$ cat config.mk
export PLATFORM = sky130hd
export DESIGN_NAME = cbus_arbiter_n
export DESIGN_NICKNAME = d
export VERILOG_FILES = /design/src/rtl/cbus_arb_pkg.sv /design/src/rtl/cbus_pkg.sv /design/src/rtl/cbus_arb_pick.sv /design/src/rtl/cbus_arbiter_n.sv
export SDC_FILE = /design/constraint.sdc
export NUM_CORES = 1
export LEC_CHECK = 0
export ABC_AREA = 1
export BUFFER_PORTS_ARGS = -buffer_cell sky130_fd_sc_hd__buf_2
export CAP_MARGIN = 20
export CORE_AREA = 4 4 128 130
export DETAILED_ROUTE_END_ITERATION = 12
export DIE_AREA = 0 0 132 134
export PLACE_DENSITY = 0.48
export SLEW_MARGIN = 20
export SYNTH_ARGS = -nofsm -noshare
export SYNTH_HDL_FRONTEND = slang
export SYNTH_HIERARCHICAL = 1
export SYNTH_SLANG_ARGS = --single-unit
$ cat constraint.sdc
create_clock -name clk -period 1.35 [get_ports clk]
set_input_delay 0.135 -clock clk [delete_from_list [all_inputs] [get_ports clk]]
set_output_delay 0.135 -clock clk [all_outputs]
set_load 0.01 [all_outputs]
$ cat src/rtl/cbus_arb_pkg.sv
// Shared definitions for the N-input CBus arbiter: FSM state encoding and
// the upper bound on the number of requesters.
package cbus_arb_pkg;

  localparam int unsigned MAX_ARB_INPUTS = 8;

  typedef enum logic {
    ARB_IDLE = 1'b0,
    ARB_BUSY = 1'b1
  } arb_state_e;

endpackage

$ cat src/rtl/cbus_pkg.sv
// Common cache-bus (CBus) request/response types shared by the bus
// converters, the arbiter and the memory side.
package cbus_pkg;

  typedef struct packed {
    logic        valid;
    logic        is_write;
    logic [2:0]  size;
    logic [31:0] addr;
    logic [3:0]  strobe;
    logic [31:0] data;
    logic [3:0]  len;
  } cbus_req_t;

  typedef struct packed {
    logic        okay;
    logic        last;
    logic [31:0] data;
  } cbus_resp_t;

endpackage

$ cat src/rtl/cbus_arb_pick.sv
// Combinational winner selection for the CBus arbiter. Round-robin from
// rr_ptr_i when CBUS_ARB_ROUND_ROBIN_EN is defined, else lowest index wins.
module cbus_arb_pick #(
  parameter int NUM_INPUTS = 2,
  parameter int IDX_W      = $clog2(NUM_INPUTS)
) (
  input  logic [NUM_INPUTS-1:0] valid_i,
  input  logic [IDX_W-1:0]      rr_ptr_i,
  output logic                  any_valid_o,
  output logic [IDX_W-1:0]      winner_idx_o
);

  assign any_valid_o = |valid_i;

`ifdef CBUS_ARB_ROUND_ROBIN_EN
  logic             rr_found;
  logic [IDX_W-1:0] rr_cand;

  // Scan upward from the pointer with wrap; first valid index wins.
  always_comb begin
    winner_idx_o = '0;
    rr_found     = 1'b0;
    rr_cand      = '0;
    for (int k = 0; k < NUM_INPUTS; k++) begin
      rr_cand = IDX_W'((int'(rr_ptr_i) + k) % NUM_INPUTS);
      if (!rr_found && valid_i[rr_cand]) begin
        rr_found     = 1'b1;
        winner_idx_o = rr_cand;
      end
    end
  end
`else
  logic [IDX_W-1:0] unused_rr_ptr;
  assign unused_rr_ptr = rr_ptr_i;

  // Descending scan so the lowest valid index is the last one written.
  always_comb begin
    winner_idx_o = '0;
    for (int k = NUM_INPUTS - 1; k >= 0; k--) begin
      if (valid_i[IDX_W'(k)]) begin
        winner_idx_o = IDX_W'(k);
      end
    end
  end
`endif

endmodule

$ cat src/rtl/cbus_arbiter_n.sv
// N-input CBus arbiter: grants one requester and holds it until okay&&last.
// Arbitration mode selected by CBUS_ARB_ROUND_ROBIN_EN (see cbus_arb_pick).
module cbus_arbiter_n
  import cbus_pkg::*;
  import cbus_arb_pkg::*;
#(
  parameter int NUM_INPUTS = 2,
  parameter int IDX_W      = $clog2(NUM_INPUTS)
) (
  input  logic             clk,
  input  logic             reset,
  input  cbus_req_t        ireqs  [NUM_INPUTS],
  output cbus_resp_t       iresps [NUM_INPUTS],
  output cbus_req_t        oreq,
  input  cbus_resp_t       oresp,
  output logic             busy,
  output logic [IDX_W-1:0] grant_idx
);

  // Handshake: a port requests by holding valid; once granted, oreq mirrors
  // that port and oresp is routed back to it until a beat with okay && last.
  // Non-granted ports keep valid asserted and simply wait their turn.

  arb_state_e            state_q, state_d;
  logic [IDX_W-1:0]      grant_idx_q, grant_idx_d;
  logic [IDX_W-1:0]      rr_ptr_q, rr_ptr_d;
  logic [NUM_INPUTS-1:0] valid_vec;
  logic                  any_valid;
  logic [IDX_W-1:0]      winner_idx;
  logic                  burst_done;

  always_comb begin
    for (int i = 0; i < NUM_INPUTS; i++) begin
      valid_vec[i] = ireqs[i].valid;
    end
  end

  cbus_arb_pick #(
    .NUM_INPUTS(NUM_INPUTS),
    .IDX_W     (IDX_W)
  ) u_pick (
    .valid_i     (valid_vec),
    .rr_ptr_i    (rr_ptr_q),
    .any_valid_o (any_valid),
    .winner_idx_o(winner_idx)
  );

  assign burst_done = oresp.okay && oresp.last;

  always_comb begin
    state_d     = state_q;
    grant_idx_d = grant_idx_q;
    rr_ptr_d    = rr_ptr_q;
    case (state_q)
      ARB_IDLE: begin
        if (any_valid) begin
          state_d     = ARB_BUSY;
          grant_idx_d = winner_idx;
        end
      end
      ARB_BUSY: begin
        if (burst_done) begin
          state_d  = ARB_IDLE;
          rr_ptr_d = (grant_idx_q == IDX_W'(NUM_INPUTS - 1)) ? '0
                                                             : grant_idx_q + IDX_W'(1);
        end
      end
      default: state_d = ARB_IDLE;
    endcase
  end

  always_ff @(posedge clk) begin
    if (reset) begin
      state_q     <= ARB_IDLE;
      grant_idx_q <= '0;
      rr_ptr_q    <= '0;
    end else begin
      state_q     <= state_d;
      grant_idx_q <= grant_idx_d;
      rr_ptr_q    <= rr_ptr_d;
    end
  end

  assign busy      = (state_q == ARB_BUSY);
  assign grant_idx = grant_idx_q;

  // Reset gates the forwarded request immediately so memory sees the burst
  // abandoned in the same cycle reset is sampled.
  always_comb begin
    oreq = '0;
    for (int i = 0; i < NUM_INPUTS; i++) begin
      iresps[i] = '0;
    end
    if (busy && !reset) begin
      oreq                = ireqs[grant_idx_q];
      iresps[grant_idx_q] = oresp;
    end
  end

endmodule

After elaboration in Yosys (flattened, before gate mapping)
Index checks and enable logic that the tools add are counted.
{ "op_classes": {"order_cmp": 2, "n_mux": 11, "bitwise": 3, "reduce_logical": 6} }
{ "ops": {"columns": ["operator", "n"], "rows": [
  ["$mux 77", 4],
  ["$and 68x68->68", 1],
  ["$mux 68", 1],
  ["$demux 34 s1", 1],
  ["$mux 34", 1],
  ["$logic_and 1x1->1", 3],
  ["$mux 1", 3],
  ["$ge 2x2->1 const B", 1],
  ["$lt 2x1->1 const B", 1],
  ["$not 1->2", 1],
  ["$pmux 1 s2", 1],
  ["$reduce_and 2->1", 1],
  ["$reduce_or 2->1", 1],
  ["$logic_not 1->1", 1],
  ["$not 1->1", 1]
]} }
{ "word_totals": {"regBits": 2, "out_inout_bits": 147, "elab_cells": 24} }

Depth between registers and ports, before layout
{ "logic_depth": {"depth_word": 7, "ltp_mapped": 7} }

Cells and area by module
Netlist, hierarchy kept.
{ "by_module_without_submodules": {"columns": ["module", "n_inst", "cells_per_inst", "area_each_um2", "seq_area_each_um2"], "rows": [
  ["cbus_arbiter_n", 1, 389, 1751.7, 60.1],
  ["cbus_arb_pick", 1, 5, 22.5, 0.0]
]} }

Worst setup path after synthesis
No wires, ideal clock.
{ "synth_path": {"path_type": "reg2out", "start": "register grant_idx_q (netlist: grant_idx)", "end": "output port oreq[47] in the netlist's numbering", "t_arrival_ns": 1.122, "slack_ns": 0.093, "stages_incl_launch_ff": 6, "cell_sequence": "dfxtp_1 buf_4 buf_4 buf_2 nand2_1 a21oi_1"} }
{ "synth_rtl": {"columns": ["item", "line_no", "text"], "rows": [
  ["start, declared", "cbus_arbiter_n.sv:25", "logic [IDX_W-1:0] grant_idx_q, grant_idx_d;"],
  ["start signal, assigned", "cbus_arbiter_n.sv:79", "grant_idx_q <= grant_idx_d;"],
  ["end, declared", "cbus_arbiter_n.sv:14", "output cbus_req_t oreq,"]
]} }

==> results.md <==
- CP endpoint kind: output port
- Synth warnings: 6
- Vias post-DR: 3521
- Arrival time at the worst endpoint: 1.29 ns
- Cell Pwr Density: about 450 mW/mm^2
- Crit path max-delay cell type: dfxtp_4
- Die Y: 134 um
- Max cap viols: 0
- Initial antenna violation count: 0
- Outcome: finished with violations
- Router iterations before antenna repair: 4
- Placed instance count: 889
- Type of origin of the critical path: flop
- Nets: 902
- Rows: 45
- Starting Density: 11.5%
- Maximum clock path buffer count: 2
- First-pass GRT wire length: 16900 um
- Buf/Inv on CP: 3
- Gpl congestion: 0.799
- Synthesized area per cell: 4.47 um^2
- Worst-path fanout max: 17
- Hold buffers post-CTS: 0
- Reg2reg path depth: 5
- FF-to-FF End: grant_idx
- Port Buffer Count: 336
- Final number of hold-violating endpoints: 0
- Max IR drop VDD: approximately 0.00031 V
- Via density: 3.92
- Post-DRT Antenna Nets: 0
- WHS Endpoint: grant_idx
- Root buffer cell: clkbuf_16
- Vias in the first global route: between 3000 and 4000
- Post-synth net total: 578
- Final Cycle Share: 106%
- FILL cells: 1729
- # IOs: 337
- Cell family with most CP delay: buffers and inverters
- CTS Sinks: 2
- Drt total wl: around 12000 um
- Layout area overhead: 128%
- Crit Reg-Reg Startpoint: busy
- CTS buffer count: 3
- DP Worst Slack: roughly 0.075 ns
- Hold Crit Start: reset
- Final Slew Violations: 0
- Core Area: 0.0151 mm^2
- Mapped Cells: 388
- Setup CP Type: flop to output port
- Final WS setup: -0.0793 ns
- DR iter-0 viols: 102
- DRC: 0
- Period minus WS final: around 1.4 ns
- RSZ-0062 raised after global routing: true
- Slowest cell delay on critical path: 0.39 ns
- CP Cell Sequence: clkinv_4 > nand2_2 > clkbuf_16 > nor2_1 > buf_2
- Total Die Area: between 0.015 and 0.02 mm^2
- Htree depth: 1
- Layout cells sized above 1: around 57%
- Final hold slack: 0.241 ns
- Synthesized cell area: 0.00174 mm^2
- Clk slew on worst S/H paths: roughly 0.03 ns
- Setup slack, reg-to-reg: around 0.52 ns
- Failing checks: negative setup slack
- WHS Path Cells: 4
- Critical Path RT: 1.22 ns
- Post-route insts no fill: 898
- Grt total ovfl: 0
- Fin Clk Skew: 0.000563 ns
- Clock Latency Late Sink: 0.22 ns
- # setup viols final: 144
- GRT Util Overall: 11.4%
- Worst min path class: primary input to flop
- Antenna fix cells: 0
- Leakage: 0.00258 uW
- DPL Wire Length: 8870 um
- Largest net degree at the start of global routing: 42
- Max Fclk: 700 MHz
- Die W: 132 um
- CTS tree: yes
- Drt wl/cell: 13.1 um
sequential cells by signal, indices dropped and copies added (netlist names):
| signal | cells |
|---|---|
| grant_idx | 1 |
| busy | 1 |
what timing repair did:
item	4_1_cts	5_1_grt
gates resized for setup	13	21
buffers inserted	1	0
pin swaps	0	0
setup endpoints to repair	140	145
gates cloned	2	3
report_power, final:
part	switching (uW)	internal, uW	leakage [uW]
sequential	8.51	65.5	0.0000175
clock	65.1	377	0.0000370
combinational	682	569	0.00252
total	756	1010	0.00258
worst min-delay path, stage by stage:
cell     delay, ns
buf_2         0.13
inv_1         0.06
nand2_1       0.06
nor2_1        0.03
how the worst max path moves through the flow:
stage	start	endpoint	slack, ns	cells past startpoint
global placement	grant_idx	iresps[31]	0.10	5
floorplan	grant_idx	oreq[47]	0.09	5
detailed placement	grant_idx	iresps[29]	0.08	5
finish	grant_idx	iresps[52]	-0.08	5
CTS	grant_idx	oreq[18]	-0.09	5
global route	busy	oreq[16]	-0.17	6
cell type report:
| class | instances | area [um^2] | share of cell area, % |
|---|---|---|---|
| Timing Repair Buffer | 351 | 2000 | 50.5 |
| Multi-Input combinational cell | 312 | 1440 | 36.4 |
| Tap cell | 188 | 235 | 5.94 |
| Inverter | 42 | 165 | 4.17 |
| Clock buffer | 3 | 75.1 | 1.90 |
| Sequential cell | 2 | 45.0 | 1.14 |
layout by cell type, fill, tap and decap left out:
| cell type | count |
|---|---|
| nor2_1 | 70 |
| inv_4 | 1 |
| dfxtp_2 | 1 |
| a21oi_1 | 36 |
| nor2_4 | 1 |
| dfxtp_4 | 1 |
| buf_2 | 334 |
| nor2_2 | 1 |
| clkbuf_16 | 6 |
| conb_1 | 1 |
| inv_1 | 39 |
| nand2_2 | 2 |
| buf_4 | 4 |
| nand3_1 | 1 |
| buf_16 | 3 |
| nand2_1 | 158 |
| clkinv_4 | 1 |
| and3_1 | 1 |
| inv_2 | 1 |
| buf_12 | 7 |
| a21oi_2 | 41 |
per-stage QoR:
step / total power, uW / utilization (%) / setup TNS, ns / cell area, um^2
after floorplan: 634 / - / 0 / 1740
after global placement: 1210 / 24.0 / 0 / 3630
after detailed placement: 1200 / 24.0 / 0 / 3630
after CTS: 1720 / 25.2 / -5.49 / 3810
after global routing: 1920 / 26.1 / -17.46 / 3960
final: 1770 / 26.1 / -6.58 / 3960
layer usage:
| layer | GRT usage, % | vias to the layer above | routed length [um] |
|---|---|---|---|
| li1 | - | 1818 | - |
| met1 | 12.4 | 1499 | 4510 |
| met2 | 22.2 | 194 | 6130 |
| met3 | 2.44 | 10 | 1010 |
| met4 | 2.98 | 0 | 150 |
| met5 | 0 | - | 0 |
No activity file was read; power rests on OpenSTA's default activity.
